[src/rtl/mem_wb_seg_reg.sv]
// ----------------------------------------------------------------------------
// mem_wb_seg_reg
//   MEM/WB pipeline segment register for the five-stage RISC-V core.
//   Registers the MEM-stage control/result fields into WB with stall (en=0)
//   and flush (clear) handling, forwards the MEM access to the data cache,
//   aligns the one-cycle-latency cache read data with the WB fields, raises
//   a pipeline stall request while the cache reports a miss, and keeps
//   per-type (load/store) hit/miss counters counted once per access episode.
//
// Ports
//   clk, rst_n                    clock, asynchronous active-low reset
//   en, clear                     segment enable (0 = hold), synchronous flush
//   addr_m, wdata_m, we_m         MEM-stage address, store data, byte enables
//   mem_to_reg_m                  load request
//   result_m, rd_m, reg_write_m   ALU result, destination, write type
//   result_w, rd_w, reg_write_w   registered WB fields
//   mem_to_reg_w, byte_sel_w      registered load flag and address low bits
//   rd_data_w                     load data presented to WB
//   cache_addr/rd_req/wr_req/wr_data   data-cache request (combinational)
//   cache_rd_data, cache_miss     data-cache response
//   stall_req                     pipeline stall request while a miss is open
//   cnt_clr                       synchronous clear of the counters
//   ld_hit_cnt, ld_miss_cnt, st_hit_cnt, st_miss_cnt   saturating counters
// ----------------------------------------------------------------------------
module mem_wb_seg_reg #(
    parameter int DATA_W = 32,
    parameter int ADDR_W = 32,
    parameter int REG_W  = 5,
    parameter int CNT_W  = 32,
    localparam int BE_W   = DATA_W / 8,
    localparam int BSEL_W = (BE_W > 1) ? $clog2(BE_W) : 1
) (
    input  logic              clk,
    input  logic              rst_n,
    input  logic              en,
    input  logic              clear,
    input  logic [ADDR_W-1:0] addr_m,
    input  logic [DATA_W-1:0] wdata_m,
    input  logic [BE_W-1:0]   we_m,
    input  logic              mem_to_reg_m,
    input  logic [DATA_W-1:0] result_m,
    input  logic [REG_W-1:0]  rd_m,
    input  logic [2:0]        reg_write_m,
    output logic [DATA_W-1:0] result_w,
    output logic [REG_W-1:0]  rd_w,
    output logic [2:0]        reg_write_w,
    output logic              mem_to_reg_w,
    output logic [BSEL_W-1:0] byte_sel_w,
    output logic [DATA_W-1:0] rd_data_w,
    output logic [ADDR_W-1:0] cache_addr,
    output logic              cache_rd_req,
    output logic              cache_wr_req,
    output logic [DATA_W-1:0] cache_wr_data,
    input  logic [DATA_W-1:0] cache_rd_data,
    input  logic              cache_miss,
    output logic              stall_req,
    input  logic              cnt_clr,
    output logic [CNT_W-1:0]  ld_hit_cnt,
    output logic [CNT_W-1:0]  ld_miss_cnt,
    output logic [CNT_W-1:0]  st_hit_cnt,
    output logic [CNT_W-1:0]  st_miss_cnt
);

    // ------------------------------------------------------------------
    // Cache request interface and stall request (no added latency)
    // ------------------------------------------------------------------
    logic access_active;

    assign cache_addr    = addr_m;
    assign cache_rd_req  = mem_to_reg_m;
    assign cache_wr_req  = |we_m;
    assign cache_wr_data = wdata_m;
    assign access_active = cache_rd_req | cache_wr_req;
    assign stall_req     = access_active & cache_miss;

    // ------------------------------------------------------------------
    // Segment register
    // ------------------------------------------------------------------
    always_ff @(posedge clk or negedge rst_n) begin
        if (!rst_n) begin
            result_w     <= '0;
            rd_w         <= '0;
            reg_write_w  <= '0;
            mem_to_reg_w <= 1'b0;
            byte_sel_w   <= '0;
        end else if (en) begin
            if (clear) begin
                result_w     <= '0;
                rd_w         <= '0;
                reg_write_w  <= '0;
                mem_to_reg_w <= 1'b0;
                byte_sel_w   <= '0;
            end else begin
                result_w     <= result_m;
                rd_w         <= rd_m;
                reg_write_w  <= reg_write_m;
                mem_to_reg_w <= mem_to_reg_m;
                byte_sel_w   <= addr_m[BSEL_W-1:0];
            end
        end
    end

    // ------------------------------------------------------------------
    // Read-data path
    // The cache data arrives one cycle after the request, i.e. in the same
    // cycle the load sits in WB. If the segment was stalled on the last
    // edge, the cache may already have moved on, so replay the value WB
    // saw before the stall; if it was flushed, present zero.
    // ------------------------------------------------------------------
    logic              stall_ff;
    logic              clear_ff;
    logic [DATA_W-1:0] rd_old;

    always_ff @(posedge clk or negedge rst_n) begin
        if (!rst_n) begin
            stall_ff <= 1'b0;
            clear_ff <= 1'b0;
            rd_old   <= '0;
        end else begin
            stall_ff <= ~en;
            clear_ff <= clear & en;
            rd_old   <= rd_data_w;
        end
    end

    assign rd_data_w = stall_ff ? rd_old :
                       clear_ff ? '0     : cache_rd_data;

    // ------------------------------------------------------------------
    // Access episode detection
    // A stalled access stays in MEM with the same address and type for
    // several cycles; it must be counted once. An access separated by an
    // idle cycle, or one changing address or type, starts a new episode.
    // ------------------------------------------------------------------
    logic              prev_active;
    logic [ADDR_W-1:0] last_addr;
    logic              last_is_ld;
    logic              new_episode;

    assign new_episode = access_active &
                         (~prev_active | (addr_m != last_addr) |
                          (cache_rd_req != last_is_ld));

    always_ff @(posedge clk or negedge rst_n) begin
        if (!rst_n) begin
            prev_active <= 1'b0;
            last_addr   <= '0;
            last_is_ld  <= 1'b0;
        end else begin
            prev_active <= access_active;
            if (access_active) begin
                last_addr  <= addr_m;
                last_is_ld <= cache_rd_req;
            end
        end
    end

    // ------------------------------------------------------------------
    // Performance counters (saturating, clear has priority)
    // ------------------------------------------------------------------
    function automatic logic [CNT_W-1:0] sat_inc(input logic [CNT_W-1:0] v);
        return (&v) ? v : v + CNT_W'(1);
    endfunction

    always_ff @(posedge clk or negedge rst_n) begin
        if (!rst_n) begin
            ld_hit_cnt  <= '0;
            ld_miss_cnt <= '0;
            st_hit_cnt  <= '0;
            st_miss_cnt <= '0;
        end else if (cnt_clr) begin
            ld_hit_cnt  <= '0;
            ld_miss_cnt <= '0;
            st_hit_cnt  <= '0;
            st_miss_cnt <= '0;
        end else if (new_episode) begin
            // Load wins when a load and a store are requested together.
            if (cache_rd_req) begin
                if (cache_miss) ld_miss_cnt <= sat_inc(ld_miss_cnt);
                else            ld_hit_cnt  <= sat_inc(ld_hit_cnt);
            end else begin
                if (cache_miss) st_miss_cnt <= sat_inc(st_miss_cnt);
                else            st_hit_cnt  <= sat_inc(st_hit_cnt);
            end
        end
    end

endmodule

[config.mk]
export PLATFORM = sky130hd
export DESIGN_NAME = mem_wb_seg_reg
export DESIGN_NICKNAME = d
export VERILOG_FILES = /design/src/rtl/mem_wb_seg_reg.sv
export SDC_FILE = /design/constraint.sdc
export NUM_CORES = 1
export LEC_CHECK = 0
export CORE_AREA = 2 2 161 163
export DETAILED_ROUTE_END_ITERATION = 10
export DIE_AREA = 0 0 163 165
export DONT_BUFFER_PORTS = 1
export GPL_ROUTABILITY_DRIVEN = 0
export MAX_ROUTING_LAYER = met4
export PLACE_DENSITY = 0.68
export SYNTH_ARGS = -nofsm -noshare
export SYNTH_HDL_FRONTEND = slang
export SYNTH_SLANG_ARGS = --single-unit
[constraint.sdc]
create_clock -name clk -period 3.76 [get_ports clk]
set_input_delay 0 -clock clk [delete_from_list [all_inputs] [get_ports clk]]
set_output_delay 0 -clock clk [all_outputs]
set_load 0.02 [all_outputs]
==> summary.md, run 1 <==
| Metric | Value |
|---|---|
| RSZ-0062 raised after global routing | false |
| Clk sinks | 239 |
| Chip width | approximately 160 um |
| Post-DP HPWL | slightly above 20000 um |
| EDFF count, synth | 0 |
| Area share of the largest cell type after synthesis | 0.495 |
| Delay-heaviest family, CP | simple AND/OR/NAND/NOR gates |
| Drt total wl | roughly 36000 um |
| Status | complete, but fails checks |
| Hold crit path type | in -> async |
| Slowest cell delay on critical path | 0.64 ns |
| Routed wl met3 | just over 3000 um |
| Hold Fails Final Rpt | about 240 |
| Area Overhead vs Synth | 22.4% |
| Main flop type after synthesis | dfrtp_1 |
| Met2 WL | 17500 um |
| Slew @ Worst Pin | between 1 and 1.5 ns |
| Vias in the first global route | a little under 10000 |
| DRT met1 WL | 14100 um |
| Worst slew margin | 0.221 |
| CP max FO | 21 |
| Max-cap violation count | 0 |
| Cell Count, Final, Fillers Out | about 1700 |
| Worst Skew | approximately 0.017 ns |
| Final hold slack | -0.836 ns |
| Area of the mapped netlist | 0.0121 sq mm |
| Lkg Pwr | about 0.0060 uW |
| Reg2reg setup slack | 0.30 ns |
| Clock buffer count from CTS | 26 |
| Worst path bufs/invs | 1 |
| Post-synthesis sequential area ratio | 0.495 |
| Final setup viols | 0 |
| Core area | 0.0250 sq mm |
| Violated checks | hold timing |
| Highest routed layer | met4 |
| Distinct cells, synth | just under 70 |
| Initial antenna violation count | 1 |
| GRT overflow | 0 |
| Syn avg cell area | 10.0 sq um |
| Setup TNS Final | 0 ns |
| Synth Register Bits | between 200 and 250 |
| Total number of vias | between 9000 and 10000 |
| WL/cell | about 22 um |
| Setup crit end kind | flop |
| Die Area | roughly 0.027 sq mm |
| Worst skew pair latency | ~0.54 ns |
| CP Launch Type | flop |
| Crit-path slowest cell | o311ai_4 |
| Drt first pass iters | 6 |
| DRT iter0 DRCs | between 700 and 800 |
| Syn Inst Count | 1206 |
| Clock tree buffer depth | 3 |
| Largest net degree at the start of global routing | 240 |
| Fillers | around 2000 |
| Commonest non-fill, non-tap cells in the layout | dfrtp_1, dlygate4sd3_1, nor2_1, nand2_1, inv_1 |
| Part of the cycle the worst path needs | 0.919 |
| Detail-routed via count per cell | just under 6 |
| Crit path DAT | approximately 3.9 ns |
| Share of cells above drive strength 1 | 0.0908 |
| Placed cells | roughly 1400 |
| Cell Chain, Critical Path | nand4_1 -> nor4_4 -> nand3_2 -> o311ai_4 -> or4_4 -> or3_1 -> a21oi_2 -> dlygate4sd3_1 |
| Die H | about 170 um |
| Total power per unit cell area | 426 mW/mm^2 |
| I/O pins | ~420 |
| H-Tree Depth | 1 |
| Post-route ant nets | 0 |
| YS warnings | 0 |
| Async SR Flop Fraction | 1.00 |
| Final nets | between 1000 and 1500 |
| Pins Over Slew Limit | 0 |
| Global-route wire length before repair | 55600 um |
| Post-CTS Hold Fix Bufs | between 150 and 200 |
| Leading area contributor after synthesis | dfrtp_1 |
| Synthesized net count | between 1000 and 1500 |
| Max VDD drop | 0.419 mV |
| Commonest non-fill, non-tap cell in the layout | dfrtp_1 |
| Worst setup path category | reg -> reg |
| Fmax | between 0.2 and 0.3 GHz |
| Minimum clock period | 3.46 ns |
| Clock-pin slew on the worst setup and hold paths | roughly 0.06 ns |
| Overall Global Routing Usage | 0.270 |
| DRC errors left | 0 |
| CP required | roughly 4.2 ns |
| TritonCTS clock tree | yes |
| Std-Cell Rows | 58 |
| CTS Root Cell | clkbuf_16 |
| Initial Utilization | 0.483 |
| Top cells by area, synth | dfrtp_1, xnor2_1, buf_4, mux2_2, nor2_1 |
| IO buf count | 0 |
==> power by group <==
group | leakage [uW] | switching, uW | internal (uW)
Combinational | 0.00238 | 252 | 252
Sequential | 0.00317 | 137 | 2670
Clock | 0.000490 | 1090 | 1890
Total | 0.00603 | 1480 | 4810
==> metrics by stage <==
stage	power, uW	area, sq um	hold slack [ns]	worst slack, ns	utilization
final	6290	14800	-0.836	0.303	0.591
after global routing	6490	14800	-0.860	0.0444	0.591
after CTS	6280	14800	-0.856	0.304	0.591
after detailed placement	3100	11900	-0.292	0.820	0.474
after global placement	3100	11900	-0.292	0.890	0.474
after floorplan	3170	12100	-0.296	1.41	-
==> cell usage after synthesis, types with 19 or more instances <==
library cell  number
nand3b_1          39
xor2_1            41
dfrtp_1          239
a22o_1            36
clkbuf_1          37
a21oi_1           38
buf_4             65
or3_1             28
nand3_1           55
mux2_2            38
inv_1             58
o21ai_0           56
and3_1            21
xnor2_1           57
nor2_1            98
nand2_1           70
nand4_1           47
nor3_1            19
==> per-layer routing <==
| layer | global-route usage | vias up |
|---|---|---|
| met4 | 0.113 | 0 |
| met2 | 0.433 | 456 |
| met1 | 0.324 | 4898 |
| li1 | - | 4410 |
| met5 | - | - |
| met3 | 0.0733 | 121 |
==> cells by family (layout without fill, tap and decap cells) <==
group                      after synthesis  in the layout  share of synthesized area
muxes                                   43             43                     0.0397
DFF                                    239            239                      0.495
buffers and inverters                  181            307                     0.0792
other                                    0              1                          0
AOI/OAI and AO/OA                      187            187                      0.103
and+or+nand+nor                        454            454                      0.208
adders and majority gates                4              4                    0.00414
xor gates and xnor gates                98             98                     0.0710
==> worst register-to-register path, stage by stage (launching register included) <==
cell	delay, ns
dfrtp_1	0.54
nand4_1	0.31
nor4_4	0.49
nand3_2	0.19
o311ai_4	0.64
or4_4	0.38
or3_1	0.17
a21oi_2	0.05
dlygate4sd3_1	0.57
==> repair_timing <==
action,in CTS,in global routing
resized for setup,0,0
endpoints found under the hold margin,477,239
setup buffers,0,0
==> area by class of cell <==
type | count | area, sq um | area share
Clock buffer | 37 | 763 | 0.0516
Clock inverter | 11 | 238 | 0.0161
Multi-Input combinational cell | 786 | 5170 | 0.350
Antenna cell | 1 | 2.50 | 0.000169
Tap cell | 330 | 413 | 0.0279
Sequential cell | 239 | 5980 | 0.404
Timing Repair Buffer | 199 | 2000 | 0.135
Inverter | 60 | 225 | 0.0152
==> path summary, 6_finish.rpt <==
kind / start / endpoint / cells after the start
setup reg to reg: ld_hit_cnt[20] / ld_hit_cnt[28] / 8
hold / removal: rst_n / rd_old[1] / 0
max in group asynchronous: rst_n / last_addr[14] / 0
setup / recovery: ld_hit_cnt[20] / ld_hit_cnt[28] / 8
hold reg to reg: last_is_ld / last_is_ld / 2
min in group clk: addr_m[24] / cache_addr[24] / 0
==> state kept, by name, summed over array words and instances (netlist names), 3 cells and up <==
register	count
last_addr	32
ld_hit_cnt	32
ld_miss_cnt	32
rd_old	32
rd_w	5
reg_write_w	3
result_w	32
st_hit_cnt	32
st_miss_cnt	32
(Power assumes the default switching activity.)
==> inputs of run 2 (changes only) <==
--- a/config.mk
+++ b/config.mk
@@ -10,7 +10,6 @@
 export DIE_AREA = 0 0 163 165
 export DONT_BUFFER_PORTS = 1
 export GPL_ROUTABILITY_DRIVEN = 0
-export MAX_ROUTING_LAYER = met4
 export PLACE_DENSITY = 0.68
 export SYNTH_ARGS = -nofsm -noshare
 export SYNTH_HDL_FRONTEND = slang
==> run 2 against run 1 <==
Effect of this change: the run still ends with hold timing left; sequential share of layout area barely moved; global-route usage fell by 0.80 points; sequential power barely moved; critical path type unchanged; routed wire length rose by 0.26%; first-iteration DRC count fell by 7.5%; register-to-register slack barely moved; via count fell by 0.33%; non-clock buffer count did not move; largest cell class unchanged; combinational power barely moved; flip-flop and latch count did not move; clock skew rose by 0.0032 ns; design area barely moved.
==> summary.md, run 2 (synthesis results as in run 1) <==
| Metric | Value |
|---|---|
| Slowest cell delay on critical path | 0.64 ns (about the same) |
| Max-cap violation count | 0 (unchanged) |
| DRT iter0 DRCs | 726 (-7.5%) |
| Routed wl met3 | 3050 um (+0.50%) |
| CP required | 4.17 ns (about the same) |
| TritonCTS clock tree | yes |
| RSZ-0062 raised after global routing | false |
| Total power per unit cell area | 426 mW/mm^2 (about the same) |
| Setup crit end kind | flop |
| Worst setup path category | reg -> reg |
| Commonest non-fill, non-tap cell in the layout | dfrtp_1 |
| Drt first pass iters | 6 (unchanged) |
| Met2 WL | 17700 um (+0.86%) |
| Drt total wl | 36200 um (+0.26%) |
| Hold crit path type | in -> async |
| Highest routed layer | met5 |
| Slew @ Worst Pin | 1.14 ns (-0.0219 ns) |
| Post-CTS Setup Repair Bufs | 0 (unchanged) |
| Post-CTS Resized | 0 (unchanged) |
| Post-route ant nets | 0 (unchanged) |
| Switching power | 1480 uW (+0.15%) |
| Final nets | 1463 (unchanged) |
| Final hold slack | -0.836 ns (+0.000107 ns) |
| Switching Share | 0.236 (+0.000259) |
| Pins Over Slew Limit | 0 (unchanged) |
| Worst slew margin | 0.238 (+0.0172) |
| Overall Global Routing Usage | 0.262 (-0.00800) |
| Area Overhead vs Synth | 22.3% (about the same) |
| Detail-routed via count per cell | 5.93 (-0.27%) |
| Minimum clock period | 3.45 ns (-0.00665 ns) |
| I/O pins | 417 (unchanged) |
| Crit path DAT | 3.86 ns (about the same) |
| Std-Cell Rows | 58 (unchanged) |
| Final Cell Area | 0.0148 sq mm (about the same) |
| Clk sinks | 239 (unchanged) |
| Clock power frac | 0.474 (about the same) |
| Die Area | 0.0269 sq mm (unchanged) |
| Clock-pin slew on the worst setup and hold paths | 0.06 ns (about the same) |
| Crit-path slowest cell | o311ai_4 |
| Final Core Density | 0.591 (about the same) |
| Setup TNS Final | 0 ns (unchanged) |
| Seq pwr share | 0.445 (about the same) |
| Pint | 4810 uW (about the same) |
| Commonest non-fill, non-tap cells in the layout | dfrtp_1, dlygate4sd3_1, nor2_1, nand2_1, inv_1 |
| Die H | 165 um (unchanged) |
| CP max FO | 21 (unchanged) |
| DRC errors left | 0 (unchanged) |
| Delay-heaviest family, CP | simple AND/OR/NAND/NOR gates |
| Final setup viols | 0 (unchanged) |
| Fmax | 0.290 GHz (+0.19%) |
| DP Area | 0.0119 sq mm (unchanged) |
| IO buf count | 0 (unchanged) |
| Clock tree buffer depth | 3 (unchanged) |
| Total number of vias | 9852 (-0.33%) |
| Lkg Pwr | 0.00603 uW (about the same) |
| Core area | 0.0250 sq mm (unchanged) |
| Status | complete, but fails checks |
| Worst path bufs/invs | 1 (unchanged) |
| Post-DP HPWL | 20700 um (unchanged) |
| Violated checks | hold timing |
| Global-route wire length before repair | 55600 um (about the same) |
| Hold Fails Final Rpt | 239 (unchanged) |
| CP Launch Type | flop |
| CTS Root Cell | clkbuf_16 |
| DRT met1 WL | 14200 um (+0.30%) |
| Initial antenna violation count | 1 (unchanged) |
| Post-CTS Hold Fix Bufs | 187 (unchanged) |
| Share of cells above drive strength 1 | 0.0908 (unchanged) |
| Largest net degree at the start of global routing | 240 (unchanged) |
| GRT overflow | 0 (unchanged) |
| Initial Utilization | 0.483 (unchanged) |
| Part of the cycle the worst path needs | 0.918 (-0.00177) |
| Chip width | 163 um (unchanged) |
| Max VDD drop | 0.421 mV (+0.48%) |
| H-Tree Depth | 1 (unchanged) |
| Cell Chain, Critical Path | nand4_2 -> nor4_4 -> nand3_2 -> o311ai_4 -> or4_4 -> or3_1 -> a21oi_2 -> dlygate4sd3_1 |
| Clock buffer count from CTS | 26 (unchanged) |
| ANT cells | 0 (-1) |
| WL/cell | 21.8 um (+0.32%) |
| Worst skew pair latency | 0.54 ns (about the same) |
| Worst Skew | 0.0200 ns (+0.00316 ns) |
| Vias in the first global route | 9850 (-0.15%) |
| Comb power frac | 0.080 (about the same) |
run 2: cell count changes in the layout (fill, tap and decap cells not counted), sizes merged:
cell,previous run,this run
diode,1,0
run 2: worst paths after layout:
kind	start	endpoint	slack, ns	cells past startpoint
setup / recovery	ld_hit_cnt[10]	ld_hit_cnt[28]	0.31	8
hold / removal	rst_n	rd_old[1]	-0.84	0
setup reg to reg	ld_hit_cnt[10]	ld_hit_cnt[28]	0.31	8
hold reg to reg	last_is_ld	last_is_ld	0.51	2
max in group asynchronous	rst_n	st_hit_cnt[12]	4.28	0
min in group clk	wdata_m[26]	cache_wr_data[26]	0	0
run 2: metal layers:
metal,global-route usage,up-vias
met5,0,-
met4,0.110,2
met3,0.0736,111
met2,0.435,453
met1,0.322,4879
li1,-,4407
run 2: worst register-to-register path, stage by stage, from the launching register on:
cell,delay [ns]
dfrtp_1,0.56
nand4_2,0.24
nor4_4,0.53
nand3_2,0.19
o311ai_4,0.64
or4_4,0.38
or3_1,0.17
a21oi_2,0.05
dlygate4sd3_1,0.57
run 2: area by class of cell:
| class | instances | area [sq um] |
|---|---|---|
| sequential | 239 | 5980 |
| multi-input combinational | 786 | 5170 |
| clock inverter | 11 | 238 |
| tap | 330 | 413 |
| inverter | 60 | 225 |
| timing repair buffer | 199 | 2000 |
| clock buffer | 37 | 763 |
| fill | 1965 | 10300 |
run 2: power groups by stage:
stage	clock (uW)	combinational, uW	sequential, uW
2_1_floorplan	0	360	2810
4_1_cts	3020	475	2790
6_report	2990	505	2800
5_1_grt	3140	539	2810
3_3_place_gp	0	261	2830
3_5_place_dp	0	265	2840
run 2: metrics by stage:
step / worst slack (ns) / instances / hold slack (ns) / power (uW)
final: 0.309 / 1662 / -0.836 / 6290
after global routing: 0.0445 / 1662 / -0.860 / 6490
after CTS: 0.304 / 1662 / -0.856 / 6280
after detailed placement: 0.820 / 1427 / -0.292 / 3100
after global placement: 0.890 / 1427 / -0.292 / 3100
after floorplan: 1.41 / 1206 / -0.296 / 3170
==> inputs of run 3 (changes only) <==
--- a/config.mk
+++ b/config.mk
@@ -5,12 +5,16 @@
 export SDC_FILE = /design/constraint.sdc
 export NUM_CORES = 1
 export LEC_CHECK = 0
+export CELL_PAD_IN_SITES_DETAIL_PLACEMENT = 1
+export CELL_PAD_IN_SITES_GLOBAL_PLACEMENT = 1
 export CORE_AREA = 2 2 161 163
 export DETAILED_ROUTE_END_ITERATION = 10
 export DIE_AREA = 0 0 163 165
 export DONT_BUFFER_PORTS = 1
 export GPL_ROUTABILITY_DRIVEN = 0
-export PLACE_DENSITY = 0.68
+export MAX_ROUTING_LAYER = met4
+export PLACE_DENSITY = 0.85
+export REMOVE_ABC_BUFFERS = 1
 export SYNTH_ARGS = -nofsm -noshare
 export SYNTH_HDL_FRONTEND = slang
 export SYNTH_SLANG_ARGS = --single-unit
==> run 3 against run 2 <==
Effect of this change: hold slack got worse by 0.0016 ns; cell count decreased by 0.42%; register-to-register slack about the same; core utilization shrank 1.1 points; highest routed layer is now met4; the run still ends with hold timing left; clock skew shrank 0.0011 ns; die area unchanged; largest power group is now registers; critical path type unchanged.
==> summary.md, run 3 (synthesis results as in run 1) <==
| Metric | Value |
|---|---|
| Status | complete, but fails checks |
| Violated checks | hold timing |
| Core area | 0.0250 sq mm (unchanged) |
| Std-Cell Rows | 58 (unchanged) |
| Clock buffer count from CTS | 26 (unchanged) |
| Area Overhead vs Synth | 20.0% |
| RSZ-0062 raised after global routing | false |
| DRT iter0 DRCs | 715 (-1.5%) |
| Hold Fails Final Rpt | 239 (unchanged) |
| TritonCTS clock tree | yes |
| CP required | 4.17 ns (about the same) |
| Part of the cycle the worst path needs | 0.917 (about the same) |
| Clock-pin slew on the worst setup and hold paths | 0.06 ns (about the same) |
| Hold crit path type | in -> async |
| Initial antenna violation count | 2 (+1) |
| Commonest non-fill, non-tap cell in the layout | dfrtp_1 |
| Die Area | 0.0269 sq mm (unchanged) |
| Largest net degree at the start of global routing | 240 (unchanged) |
| Final Core Density | 0.579 (-0.0111) |
| Chip width | 163 um (unchanged) |
| Fmax | 0.290 GHz (about the same) |
| Final hold slack | -0.837 ns (-0.00164 ns) |
| Initial Utilization | 0.483 (unchanged) |
| GRT overflow | 0 (unchanged) |
| Final setup viols | 0 (unchanged) |
| Worst skew pair latency | 0.54 ns (about the same) |
| Detail-routed via count per cell | 6.19 (+4.5%) |
| Worst slew margin | 0.171 (-0.0676) |
| Setup TNS Final | 0 ns (unchanged) |
| CTS Root Cell | clkbuf_16 |
| DRC errors left | 0 (unchanged) |
| Crit path DAT | 3.86 ns (about the same) |
| Lkg Pwr | 0.00590 uW (-2.1%) |
| CP max FO | 21 (unchanged) |
| H-Tree Depth | 1 (unchanged) |
| Final nets | 1456 (-0.48%) |
| Drt first pass iters | 5 (-1) |
| Worst setup path category | reg -> reg |
| Post-CTS Setup Repair Bufs | 0 (unchanged) |
| Max VDD drop | 0.297 mV (-29%) |
| Vias in the first global route | 11100 (+13%) |
| CP Launch Type | flop |
| Clk sinks | 239 (unchanged) |
| I/O pins | 417 (unchanged) |
| Global-route wire length before repair | 67300 um (+21%) |
| Pins Over Slew Limit | 0 (unchanged) |
| Share of cells above drive strength 1 | 0.0907 (-0.000138) |
| Post-CTS Hold Fix Bufs | 179 (-4.3%) |
| Clock tree buffer depth | 3 (unchanged) |
| Worst Skew | 0.0189 ns (-0.00107 ns) |
| Setup crit end kind | flop |
| Total number of vias | 10300 (+4.0%) |
| Minimum clock period | 3.45 ns (-0.00248 ns) |
| Commonest non-fill, non-tap cells in the layout | dfrtp_1, dlygate4sd3_1, nor2_1, nand2_1, inv_1 |
| IO buf count | 0 (unchanged) |
| Drt total wl | 44700 um (+23%) |
| WL/cell | 27.0 um (+24%) |
| Die H | 165 um (unchanged) |
| Post-DP HPWL | 24300 um (+18%) |
| Post-route ant nets | 0 (unchanged) |
| Total power per unit cell area | 399 mW/mm^2 (-6.4%) |
| Slew @ Worst Pin | 1.24 ns (+0.0972 ns) |
| Max-cap violation count | 0 (unchanged) |
| Overall Global Routing Usage | 0.336 (+0.0740) |
run 3: layout make-up:
type | instances | area (sq um)
Tap cell | 330 | 413
Sequential cell | 239 | 5980
Inverter | 60 | 225
Timing Repair Buffer | 192 | 1920
Antenna cell | 2 | 5.00
Clock inverter | 10 | 58.8
Fill cell | 2656 | 10500
Multi-Input combinational cell | 786 | 5170
Clock buffer | 36 | 729
run 3: worst paths after layout:
| kind | to | cells past startpoint | slack [ns] | from |
|---|---|---|---|---|
| min in group clk | cache_addr[11] | 0 | 0 | addr_m[11] |
| worst max register to register | ld_hit_cnt[24] | 8 | 0.31 | ld_hit_cnt[20] |
| worst max-delay path | ld_hit_cnt[24] | 8 | 0.31 | ld_hit_cnt[20] |
| worst min-delay path | ld_hit_cnt[19] | 0 | -0.84 | rst_n |
| worst min register to register | last_addr[28] | 1 | 0.53 | last_addr[28] |
| max in group asynchronous | rd_old[16] | 0 | 3.95 | rst_n |
run 3: where the power goes:
part	switching, uW	internal [uW]
logic	275	245
clock network	1090	1350
registers	145	2670
run 3: what timing repair did:
action	4_1_cts	5_1_grt
gates resized for setup	0	1
endpoints found under the setup margin	0	1
endpoints found under the hold margin	476	239
run 3: metrics by stage:
step	instance area (sq um)	std cells	setup slack [ns]	hold WS (ns)	total power, uW
after floorplan	11400	1085	0.589	-0.296	3030
after global placement	11900	1428	0.972	-0.292	3090
after detailed placement	11900	1428	0.882	-0.293	3110
after CTS	14500	1653	0.305	-0.861	5730
after global routing	14500	1655	0.122	-0.859	5960
final	14500	1655	0.312	-0.837	5780
run 3: worst max-delay path, stage by stage, from the launching register on:
cell and delay (ns):
dfrtp_1 0.56, nand4_1 0.29, nor4_4 0.46, nand3_2 0.18, o311ai_4 0.65, or4_4 0.39, or3_1 0.16, a21oi_2 0.06
dlygate4sd3_1 0.58
run 3: per-layer routing:
| layer | GRT usage | up-vias | part of all wire |
|---|---|---|---|
| met2 | 0.566 | 524 | 0.49 |
| li1 | - | 4380 | - |
| met3 | 0.119 | 118 | 0.097 |
| met5 | - | - | 0 |
| met1 | 0.370 | 5228 | 0.37 |
| met4 | 0.122 | 0 | 0.039 |
